--- config.mk ---
export PLATFORM = sky130hd
export DESIGN_NAME = sketch_counter_reader
export DESIGN_NICKNAME = d
export VERILOG_FILES = /design/src/rtl/opensketch_pkg.sv /design/src/rtl/fallthrough_small_fifo.sv /design/src/rtl/sketch_counter_reader.sv
export SDC_FILE = /design/constraint.sdc
export NUM_CORES = 1
export LEC_CHECK = 0
export ABC_AREA = 0
export CAP_MARGIN = 40
export CORE_AREA = 2 2 228 185
export DETAILED_ROUTE_END_ITERATION = 10
export DIE_AREA = 0 0 230 187
export PLACE_DENSITY_LB_ADDON = 0.1
export SYNTH_ARGS = -nofsm -noshare
export SYNTH_HDL_FRONTEND = slang
export SYNTH_HIERARCHICAL = 1
export SYNTH_SLANG_ARGS = --single-unit
--- constraint.sdc ---
create_clock -name clk -period 9.9 [get_ports clk]
set_input_delay 1.98 -clock clk [delete_from_list [all_inputs] [get_ports clk]]
set_output_delay 1.98 -clock clk [all_outputs]
set_load 0.02 [all_outputs]
--- src/rtl/opensketch_pkg.sv ---
// Shared constants and FSM encoding for the sketch counter SRAM datapath.
package opensketch_pkg;

    localparam int SRAM_ADDR_WIDTH = 19;
    localparam int SRAM_DATA_WIDTH = 36;
    localparam int RD_LATENCY      = 3;

    typedef enum logic [1:0] {
        ST_IDLE,
        ST_ISSUE,
        ST_DRAIN,
        ST_DONE
    } reader_state_t;

endpackage

--- src/rtl/fallthrough_small_fifo.sv ---
// Small first-word-fall-through FIFO: rd_data shows the head whenever !empty.
module fallthrough_small_fifo #(
    parameter int WIDTH      = 8,
    parameter int DEPTH_BITS = 3
) (
    input  logic                  clk,
    input  logic                  reset,
    input  logic                  wr_en,
    input  logic [WIDTH-1:0]      wr_data,
    input  logic                  rd_en,
    output logic [WIDTH-1:0]      rd_data,
    output logic                  empty,
    output logic                  full,
    output logic [DEPTH_BITS:0]   count
);
    localparam int DEPTH = 1 << DEPTH_BITS;

    logic [WIDTH-1:0]      mem [DEPTH];
    logic [DEPTH_BITS-1:0] wr_ptr;
    logic [DEPTH_BITS-1:0] rd_ptr;
    logic                  do_wr;
    logic                  do_rd;

    assign do_wr   = wr_en && !full;
    assign do_rd   = rd_en && !empty;
    assign empty   = (count == '0);
    assign full    = (count == (DEPTH_BITS+1)'(DEPTH));
    assign rd_data = mem[rd_ptr];

    always_ff @(posedge clk) begin
        if (do_wr)
            mem[wr_ptr] <= wr_data;
    end

    always_ff @(posedge clk) begin
        if (reset) begin
            wr_ptr <= '0;
            rd_ptr <= '0;
            count  <= '0;
        end else begin
            if (do_wr)
                wr_ptr <= wr_ptr + 1'b1;
            if (do_rd)
                rd_ptr <= rd_ptr + 1'b1;
            count <= count + (DEPTH_BITS+1)'(do_wr) - (DEPTH_BITS+1)'(do_rd);
        end
    end

endmodule

--- src/rtl/sketch_counter_reader.sv ---
// Streams a contiguous sketch counter range from SRAM into a CPU-facing FIFO.
// Optional clear-on-read (epoch reset) is built with SKETCH_READER_CLEAR_ON_READ_EN.
module sketch_counter_reader #(
    parameter int SRAM_ADDR_WIDTH = opensketch_pkg::SRAM_ADDR_WIDTH,
    parameter int SRAM_DATA_WIDTH = opensketch_pkg::SRAM_DATA_WIDTH,
    parameter int FIFO_DEPTH_BITS = 3,
    parameter int RD_LATENCY      = opensketch_pkg::RD_LATENCY
) (
    input  logic                       clk,
    input  logic                       reset,
    input  logic                       cmd_start,
    input  logic [SRAM_ADDR_WIDTH-1:0] cmd_base,
    input  logic [SRAM_ADDR_WIDTH:0]   cmd_count,
    input  logic                       cmd_abort,
    output logic                       busy,
    output logic                       done,
    output logic                       sram_rd_req,
    output logic [SRAM_ADDR_WIDTH-1:0] sram_rd_addr,
    input  logic                       sram_rd_ack,
    input  logic                       sram_rd_vld,
    input  logic [SRAM_DATA_WIDTH-1:0] sram_rd_data,
    output logic                       sram_wr_req,
    output logic [SRAM_ADDR_WIDTH-1:0] sram_wr_addr,
    output logic [SRAM_DATA_WIDTH-1:0] sram_wr_data,
    input  logic                       sram_wr_ack,
    output logic                       out_vld,
    output logic [SRAM_ADDR_WIDTH-1:0] out_addr,
    output logic [SRAM_DATA_WIDTH-1:0] out_data,
    input  logic                       out_rdy
);
    import opensketch_pkg::*;

    localparam int DEPTH = 1 << FIFO_DEPTH_BITS;
    localparam int CW    = FIFO_DEPTH_BITS + 1;

    reader_state_t              state;
    logic [SRAM_ADDR_WIDTH:0]   count;
    logic [SRAM_ADDR_WIDTH:0]   issued;
    logic [SRAM_ADDR_WIDTH:0]   issued_n;
    logic [CW-1:0]              in_flight;
    logic [CW-1:0]              in_flight_n;
    logic [CW-1:0]              fifo_cnt;
    logic [CW-1:0]              fifo_cnt_n;
    logic [CW-1:0]              clr_cnt_n;
    logic [CW+1:0]              credit_used;
    logic                       credit_ok;
    logic                       clr_idle;
    logic [RD_LATENCY:1]        vld_pipe;
    logic [SRAM_ADDR_WIDTH-1:0] addr_pipe [1:RD_LATENCY];
    logic                       fire;
    logic                       ret;
    logic                       push;
    logic                       pop;
    logic                       fifo_empty;
    logic                       fifo_full_unused;
    logic [SRAM_ADDR_WIDTH+SRAM_DATA_WIDTH-1:0] out_word;

    assign fire = sram_rd_req && sram_rd_ack;
    // Only returns tagged by our own acks are accepted; stale data after reset is dropped.
    assign ret  = vld_pipe[RD_LATENCY];
    assign push = ret && sram_rd_vld;
    assign pop  = out_vld && out_rdy;

    assign issued_n    = issued + (SRAM_ADDR_WIDTH+1)'(fire);
    assign in_flight_n = in_flight + CW'(fire) - CW'(ret);
    assign fifo_cnt_n  = fifo_cnt + CW'(push) - CW'(pop);
    // Next-cycle occupancy leaves room for the one extra ack a held request may take.
    assign credit_used = (CW+2)'(in_flight_n) + (CW+2)'(fifo_cnt_n) + (CW+2)'(clr_cnt_n);
    assign credit_ok   = credit_used < (CW+2)'(DEPTH);

    assign out_vld  = !fifo_empty;
    assign out_addr = out_word[SRAM_ADDR_WIDTH+SRAM_DATA_WIDTH-1:SRAM_DATA_WIDTH];
    assign out_data = out_word[SRAM_DATA_WIDTH-1:0];

    fallthrough_small_fifo #(
        .WIDTH      (SRAM_ADDR_WIDTH + SRAM_DATA_WIDTH),
        .DEPTH_BITS (FIFO_DEPTH_BITS)
    ) u_out_fifo (
        .clk     (clk),
        .reset   (reset),
        .wr_en   (push),
        .wr_data ({addr_pipe[RD_LATENCY], sram_rd_data}),
        .rd_en   (pop),
        .rd_data (out_word),
        .empty   (fifo_empty),
        .full    (fifo_full_unused),
        .count   (fifo_cnt)
    );

`ifdef SKETCH_READER_CLEAR_ON_READ_EN
    logic          clr_empty;
    logic          clr_pop;
    logic          clr_full_unused;
    logic [CW-1:0] clr_cnt;

    // Reads win the arbiter port; clears go out whenever no read is pending.
    assign sram_wr_req  = !clr_empty && !sram_rd_req;
    assign sram_wr_data = '0;
    assign clr_pop      = sram_wr_req && sram_wr_ack;
    assign clr_cnt_n    = clr_cnt + CW'(push) - CW'(clr_pop);
    assign clr_idle     = clr_empty;

    fallthrough_small_fifo #(
        .WIDTH      (SRAM_ADDR_WIDTH),
        .DEPTH_BITS (FIFO_DEPTH_BITS)
    ) u_clr_q (
        .clk     (clk),
        .reset   (reset),
        .wr_en   (push),
        .wr_data (addr_pipe[RD_LATENCY]),
        .rd_en   (clr_pop),
        .rd_data (sram_wr_addr),
        .empty   (clr_empty),
        .full    (clr_full_unused),
        .count   (clr_cnt)
    );
`else
    logic wr_ack_unused;

    assign wr_ack_unused = sram_wr_ack;
    assign sram_wr_req   = 1'b0;
    assign sram_wr_addr  = '0;
    assign sram_wr_data  = '0;
    assign clr_cnt_n     = '0;
    assign clr_idle      = 1'b1;
`endif

    always_ff @(posedge clk) begin
        if (reset) begin
            state        <= ST_IDLE;
            busy         <= 1'b0;
            done         <= 1'b0;
            sram_rd_req  <= 1'b0;
            sram_rd_addr <= '0;
            count        <= '0;
            issued       <= '0;
            in_flight    <= '0;
            vld_pipe     <= '0;
            for (int i = 1; i <= RD_LATENCY; i++)
                addr_pipe[i] <= '0;
        end else begin
            done         <= 1'b0;
            in_flight    <= in_flight_n;
            vld_pipe[1]  <= fire;
            addr_pipe[1] <= sram_rd_addr;
            for (int i = 2; i <= RD_LATENCY; i++) begin
                vld_pipe[i]  <= vld_pipe[i-1];
                addr_pipe[i] <= addr_pipe[i-1];
            end
            if (fire) begin
                sram_rd_addr <= sram_rd_addr + 1'b1;
                issued       <= issued_n;
            end

            case (state)
                ST_IDLE: begin
                    if (cmd_start) begin
                        state        <= ST_ISSUE;
                        busy         <= 1'b1;
                        sram_rd_addr <= cmd_base;
                        count        <= cmd_count;
                        issued       <= '0;
                    end
                end
                ST_ISSUE: begin
                    if (cmd_abort || issued_n == count) begin
                        state       <= ST_DRAIN;
                        sram_rd_req <= 1'b0;
                    end else begin
                        sram_rd_req <= credit_ok;
                    end
                end
                ST_DRAIN: begin
                    if (in_flight == '0 && clr_idle) begin
                        state <= ST_DONE;
                        done  <= 1'b1;
                        busy  <= 1'b0;
                    end
                end
                ST_DONE: state <= ST_IDLE;
                default: state <= ST_IDLE;
            endcase
        end
    end

endmodule
; Word-level counts from Yosys, hierarchy flattened
; Memory sizes are Yosys's and may differ from the RTL's. A register that Yosys moved wholly into a read port is not among the register bits.
; Index checks and enable logic that the tools add are counted.
[word_totals]
memories = 2
wordCells = 79
out_inout_bits = 134
inputBits = 83
reg_bits = 81
mem_bits_rw = 497
[mem_list]
columns = name, depth, width, rd, rd_clocked_by_memory_dff, write_ports, line
row1 = u_out_fifo.mem, 8, 55, 1, 1, 1, fallthrough_small_fifo.sv:18  ; logic [WIDTH-1:0] mem [DEPTH];
row2 = addr_pipe, 3, 19, 3, 0, 3, sketch_counter_reader.sv:49  ; logic [SRAM_ADDR_WIDTH-1:0] addr_pipe [1:RD_LATENCY];
[classes]
reduce_logical = 16
bitwise_logic = 4
n_eq_ne = 8
add_sub_neg = 11
n_lt_le_gt_ge = 1
n_mux = 25
[op_table]
columns = cell, count
row1 = $mux 19, 6
row2 = $mux 20, 3
row3 = $add 20x1->20, 1
row4 = $eq 20x20->1, 1
row5 = $add 19x1->19 const B, 1
row6 = $add 4x1->4, 3
row7 = $sub 4x1->4, 3
row8 = $mux 1, 9
row9 = $logic_not 4->1, 2
row10 = $pmux 2 s4, 1
row11 = $add 3x1->3 const B, 2
row12 = $mux 2, 3
row13 = $mux 3, 2
row14 = $ne 2x2->1 const B, 3
row15 = $reduce_and 3->1, 2
row16 = $add 4x4->5, 1
row17 = $logic_and 1x1->1, 5
row18 = $lt 5x4->1 const B, 1
row19 = $eq 2x2->1 const B, 2
row20 = $eq 4x4->1 const B, 1
row21 = $or 1x1->1, 3
row22 = $eq 2x1->1 const B, 1
row23 = $logic_not 1->1, 2
row24 = $logic_not 2->1, 1
row25 = 6 further kinds, 6

; Depth between registers and ports, before layout
; Gate-level depths: netlist of run 1.
[logic_depth]
word_depth = 7
mapped_depth = 15
mapped_depth_nobuf = 15

; Cells and area by module
; The synthesis of run 1 kept the hierarchy.
[by_module_without_submodules]
columns = module, area_each_um2, seq_area_each_um2, cells_per_inst, instances
row1 = fallthrough_small_fifo, 17207.8, 13472.9, 716, 1
row2 = sketch_counter_reader, 5839.4, 2562.5, 658, 1

; Least setup slack after synthesis of run 1
; Ideal clock, no wire load.
[synth_timing]
path_type = input port to flip-flop
from = input port sram_rd_vld
to = memory u_out_fifo/mem[0][0] (netlist bit), enable pin
t_arrival_ns = 7.549
path_slack_ns = 1.747
setup_time_ns = 0.604
required_time_ns = 9.296
cell_stages = 4
n_path_buf = 0
cell_sequence = nand2_1 inv_1 nand2_1 nor4_1
[synth_via]
elab_chain_len = 4
[synth_rtl]
columns = item, line
row1 = start: declaration, sketch_counter_reader.sv:20  ; input logic sram_rd_vld,
row2 = $logic_and 1x1->1, sketch_counter_reader.sv:61  ; assign push = ret && sram_rd_vld;
row3 = via push, sketch_counter_reader.sv:52  ; logic push;
row4 = $logic_and 1x1->1, fallthrough_small_fifo.sv:24  ; assign do_wr = wr_en && !full;
row5 = $mux 1, fallthrough_small_fifo.sv:31  ; if (do_wr)
row6 = $mux 1 (implied by the code), fallthrough_small_fifo.sv:32  ; mem[wr_ptr] <= wr_data;
row7 = end: declaration, fallthrough_small_fifo.sv:18
; The timed path passes the listed nets, and every way through them passes these cells.

==> results.cfg, run 1 <==
[grt]
grt_pass1_wl_mm = 67.0
grt_use_met3_pct = 3.41
grt_pass1_vias = 11800
grtUsageMet2_pct = 33.3
grt.met1_usage_pct = 28.5
globalRouteTotalUtil_pct = 20.1
busiest_layer = met2
grt_overflow = 0
grt_max_degree = 81
antenna_found_initial = 0

[cts]
cts_setup_buffers = 0
root_buffer = clkbuf_16
clock_latency_ns = 0.58
clockBufferDepth = 3
cts_resized = 0
hold_buffers = 0
cts_tree = yes
clkSinkCount = 581
cts_buffers = 55
ctsHtreeMaxLevel = 2
path_clk_slew_ns = 0.06

[logic_synthesis]
synth_top_flop_cell = edfxtp_1
yosysUniqueCellTypes = 53
synthesis.area_um2 = 23000
synth.avg_cell_area_um2 = 16.8
ys_ff_latch = 581
synth-edff-count = 440
synthCells = 1374
yosysSeqAreaShare_pct = 69.6
async_flop_share_pct = 0
yosys_warnings = 6

[sta]
period_needed_ns = 5.48
tightestPinTransition_ns = 0.843
grt_setup_unrepaired = no
holdWs_ns = 0.435
relSlewSlack_pct = 43.8
maxSlewViolCount = 0
setup_violations = 0
finalCritPeriodShare_pct = 55.4
final-hold-violation-count = 0
fmax_mhz = 182
skew_ns = 0.0223
setup_tns_ns = 0

[drt]
drtIter0Drc = 682
wl_per_cell_um = 20.0
vias_per_cell = 5.44
remaining_drc_errors = 0
ant_nets = 0
vias = 11700
drt_first_pass_iters = 8
routed_wl_mm = 42.8

[die]
die_y_um = 187
chipWidth_um = 230
die-area_um2 = 43000
start_util_pct = 56.1
core_area_um2 = 41100
num_io_pins = 217
rows = 67

[critical_path]
cp_data_arrival_time_ns = 3.50
worstSetupEndpointType = output pin
r2r_cells = 15
crit_fanout = 28
critPathKind = reg2out
cp.required_ns = 7.92
crit_path_start_kind = flip-flop

[placed_design]
dp_hpwl_mm = 25.0
gp_congestion = 0.800
port_buffers = 159

[job]
maxCapViolCount = 0

[final_layout]
layout-drive-gt1-share_pct = 18.2
antenna_cells = 0
area_growth_pct = 16.4
final_net_count = 1657

[power]
p_leak_nw = 8.77
power.density_nw_per_um2 = 217
peakVddDrop_uv = 150

[hold_path]
hold_depth = 1
holdCritPathClass = reg2reg

[status]
status = finished clean
through the flow:
step	instances	setup slack (ns)	util, %	total power, mW	cell area, um2
6_report	2144	4.42	65.3	5.81	26800
5_1_grt	2144	4.14	65.3	6.06	26800
3_5_place_dp	2041	4.16	61.0	3.86	25100
3_3_place_gp	2037	4.17	60.8	3.83	25000
2_1_floorplan	1429	1.75	-	3.49	23300
4_1_cts	2144	4.26	65.3	5.88	26800
critical path: stages, from the launching register on:
cell and delay (ns):
dfxtp_4 0.71, buf_4 0.53, buf_12 0.30, mux4_2 0.53, mux2_2 0.29, clkdlybuf4s50_1 0.54
logic make-up after synthesis:
group	after synthesis	share of synthesized area, %
flip-flops	581	69.6
AND/OR/NAND/NOR	289	6.38
multiplexers	172	13.8
buffers and inverters	151	3.78
AO/OA/AOI/OAI	83	2.25
XOR/XNOR	69	2.62
adder cells (fa/ha/maj)	28	1.62
other	1	0.0163
cell usage after synthesis (all sizes together), types with 2 or more instances:
cell type  instances  area (um2)
nand2b            10        62.6
fa                 3        60.1
or3                8        51.3
xnor2             36         315
a31oi              2        12.5
clkbuf            35         131
o21bai             2        15.0
nand3             18        90.1
inv               29         109
edfxtp           440       13200
ha                25         313
a31o               2        17.5
nor2b             71         444
a21o               2        15.0
and2               4        25.0
nand2             69         259
a311oi             2        17.5
nor2              59         221
mux2i              4        40.0
a211oi            20         150
mux4             110        2480
buf               87         631
a2111oi            2        17.5
nor4               5        31.3
mux2              58         653
a21oi             35         175
xor2              33         289
dfxtp            141        2820
nor3              17        85.1
o21ai             11        58.8
and3               9        57.6
and4               2        18.8
nand4             12        81.3
cell usage in the layout, fill, tap and decap left out, types with 36 or more instances in the layout:
cell	instances
clkdlybuf4s50_1	158
xnor2_1	36
dfxtp_1	138
clkbuf_16	55
mux2_2	56
nor2_1	56
mux4_2	110
nand2_1	68
conb_1	56
nor2b_1	71
edfxtp_1	440
power by group:
part / internal, mW / switching [mW]
combinational: 0.485 / 0.496
sequential: 2.70 / 0.110
clock: 1.17 / 0.854
total: 4.35 / 1.46
cell type report:
type	instances	area [um2]
Inverter	29	109
Sequential cell	581	16000
Clock inverter	27	246
Timing Repair Buffer	182	1820
Tap cell	552	691
Multi-Input combinational cell	697	6400
Fill cell	2921	14300
Clock buffer	76	1510
state kept, by name, indices dropped and copies added, names as in the netlist, named ones only:
name,count
count,20
issued,20
u_out_fifo/mem,440
addr_pipe,57
sram_rd_addr,19
done,1
state,2
u_out_fifo/rd_ptr,3
u_out_fifo/count,4
u_out_fifo/wr_ptr,3
busy,1
vld_pipe,3
in_flight,4
sram_rd_req,1
worst paths after layout:
kind                                          start               end  slack, ns
worst max-delay path                      flip-flop      out_data[26]       4.42
worst min-delay path               addr_pipe[0][20]  addr_pipe[0][39]       0.43
worst max register to register  u_out_fifo/count[2]       sram_rd_req       5.94
worst min register to register     addr_pipe[0][20]  addr_pipe[0][39]       0.43
metal layers:
layer | part of all wire, % | wire [um]
met4 | 1.4 | 579
met1 | 45 | 19200
met5 | 0 | 0
met2 | 49 | 21100
met3 | 4.6 | 1970
(Power assumes the default switching activity.)
==> run 2, diff against run 1 <==
--- a/config.mk
+++ b/config.mk
@@ -7,9 +7,9 @@
 export LEC_CHECK = 0
 export ABC_AREA = 0
 export CAP_MARGIN = 40
-export CORE_AREA = 2 2 228 185
+export CORE_AREA = 2 2 239 194
 export DETAILED_ROUTE_END_ITERATION = 10
-export DIE_AREA = 0 0 230 187
+export DIE_AREA = 0 0 241 196
 export PLACE_DENSITY_LB_ADDON = 0.1
 export SYNTH_ARGS = -nofsm -noshare
 export SYNTH_HDL_FRONTEND = slang
==> constraint.sdc (replaced) <==
create_clock -name clk -period 4.91 [get_ports clk]
set_input_delay 0.982 -clock clk [delete_from_list [all_inputs] [get_ports clk]]
set_output_delay 0.982 -clock clk [all_outputs]
set_load 0.02 [all_outputs]
==> run 2 against run 1 <==
  * Clock-buffer cell count down 1
  * Clock power up 98%
  * Core utilization down 5.5 points
  * Critical path depth down 1
  * Cell count up 2.8%
  * Critical path type unchanged
  * Highest routed layer is now met5
==> results.cfg, run 2 (synthesized netlist as in run 1, its figures left out) <==
[final_layout]
layout-drive-gt1-share_pct = 18.0
area_growth_pct = 16.8
final_common_cell = edfxtp_1
largest_register_ffs = 440
fillers = 3461
antenna_cells = 0
fin_area_um2 = 26900
largestRegisters = u_out_fifo/mem (440), addr_pipe (57)
mostFrequentLayoutCells = edfxtp_1 (440), clkdlybuf4s50_1 (158), dfxtp_1 (138), mux4_2 (110), nor2b_1 (71)
final_net_count = 1658
regMostFlops = u_out_fifo/mem

[grt]
globalRouteTotalUtil_pct = 18.8
grt_overflow = 0
grt_max_degree = 67
grt_pass1_wl_mm = 67.4
grt_pass1_vias = 11800
antenna_found_initial = 1

[sta]
tightestPinTransition_ns = 0.829
setup_violations = 0
relSlewSlack_pct = 44.8
grt_setup_unrepaired = no
finalCritPeriodShare_pct = 81.9
skew_ns = 0.00905
fmax_mhz = 249
maxSlewViolCount = 0
holdWs_ns = 0.434
final-hold-violation-count = 0
period_needed_ns = 4.02
setup_tns_ns = 0

[drt]
wl_per_cell_um = 19.8
routed_wl_mm = 43.6
vias_per_cell = 5.23
ant_nets = 0
drtIter0Drc = 549
vias = 11500
remaining_drc_errors = 0
drt_first_pass_iters = 4

[die]
core_area_um2 = 45000
die_y_um = 196
die-area_um2 = 47200
chipWidth_um = 241
start_util_pct = 51.2
num_io_pins = 217
rows = 70

[job]
maxCapViolCount = 0

[critical_path]
crit_fanout = 49
cp.required_ns = 3.93
critPathKind = reg2out
crit_path_start_kind = flip-flop
worstSetupEndpointType = output pin
regToRegSetupSlack_ns = 1.15
cp_data_arrival_time_ns = 3.04

[cts]
cts_setup_buffers = 0
path_clk_slew_ns = 0.06
cts_buffers = 55
clock_latency_ns = 0.59
cts_tree = yes
hold_buffers = 0
cts_resized = 0
root_buffer = clkbuf_16
clkSinkCount = 581
ctsHtreeMaxLevel = 2
clockBufferDepth = 3

[hold_path]
holdCritPathClass = reg2reg

[power]
p_leak_nw = 8.75
peakVddDrop_uv = 306
power.density_nw_per_um2 = 433
total_power_mw = 11.6

[placed_design]
dp_hpwl_mm = 24.3
port_buffers = 159
placed_area_um2 = 25200
gp_congestion = 0.791

[status]
status = finished clean
run 2: worst paths after layout:
kind / start / end / depth (start not counted)
min reg2reg: addr_pipe[0][13] / addr_pipe[0][32] / 1
max reg2reg: u_out_fifo/count[2] / sram_rd_req / 15
min: addr_pipe[0][13] / addr_pipe[0][32] / 1
max: flip-flop / out_data[21] / 4
run 2: routing by layer:
metal / up-vias / share of wire (%) / global-route usage (%)
li1: 5435 / - / -
met1: 5819 / 46 / 26.5
met2: 214 / 48 / 30.3
met3: 61 / 4.6 / 3.97
met4: 2 / 1.6 / 4.18
met5: - / 0.030 / 0
run 2: layout make-up:
type                    count  area (um2)  share of cell area (%)
clock buffers              75        1480                    5.51
clock inverters            26         203                   0.753
inverters                  29         109                   0.405
multi-input cells         697        6410                    23.8
flip-flops and latches    581       16000                    59.6
well taps                 612         766                    2.85
repair buffers            183        1890                    7.02
run 2: through the flow:
stage | cells | utilization [%] | setup slack [ns]
floorplan | 1429 | - | -0.777
global placement | 2101 | 56.0 | 0.649
detailed placement | 2102 | 56.0 | 0.577
CTS | 2203 | 59.8 | 0.812
global route | 2203 | 59.8 | 0.716
finish | 2203 | 59.8 | 0.888
run 2: where the power goes:
part | switching (mW) | internal, mW | total [mW]
Combinational | 1.02 | 0.986 | 2.00
Sequential | 0.204 | 5.45 | 5.65
Clock | 1.73 | 2.26 | 3.99
Total | 2.95 | 8.69 | 11.6
run 2: critical path, stage by stage (launching register included):
cell and delay (ns):
dfxtp_4 0.87, buf_4 0.35, mux4_2 0.33, mux2_2 0.27, clkdlybuf4s50_1 0.59
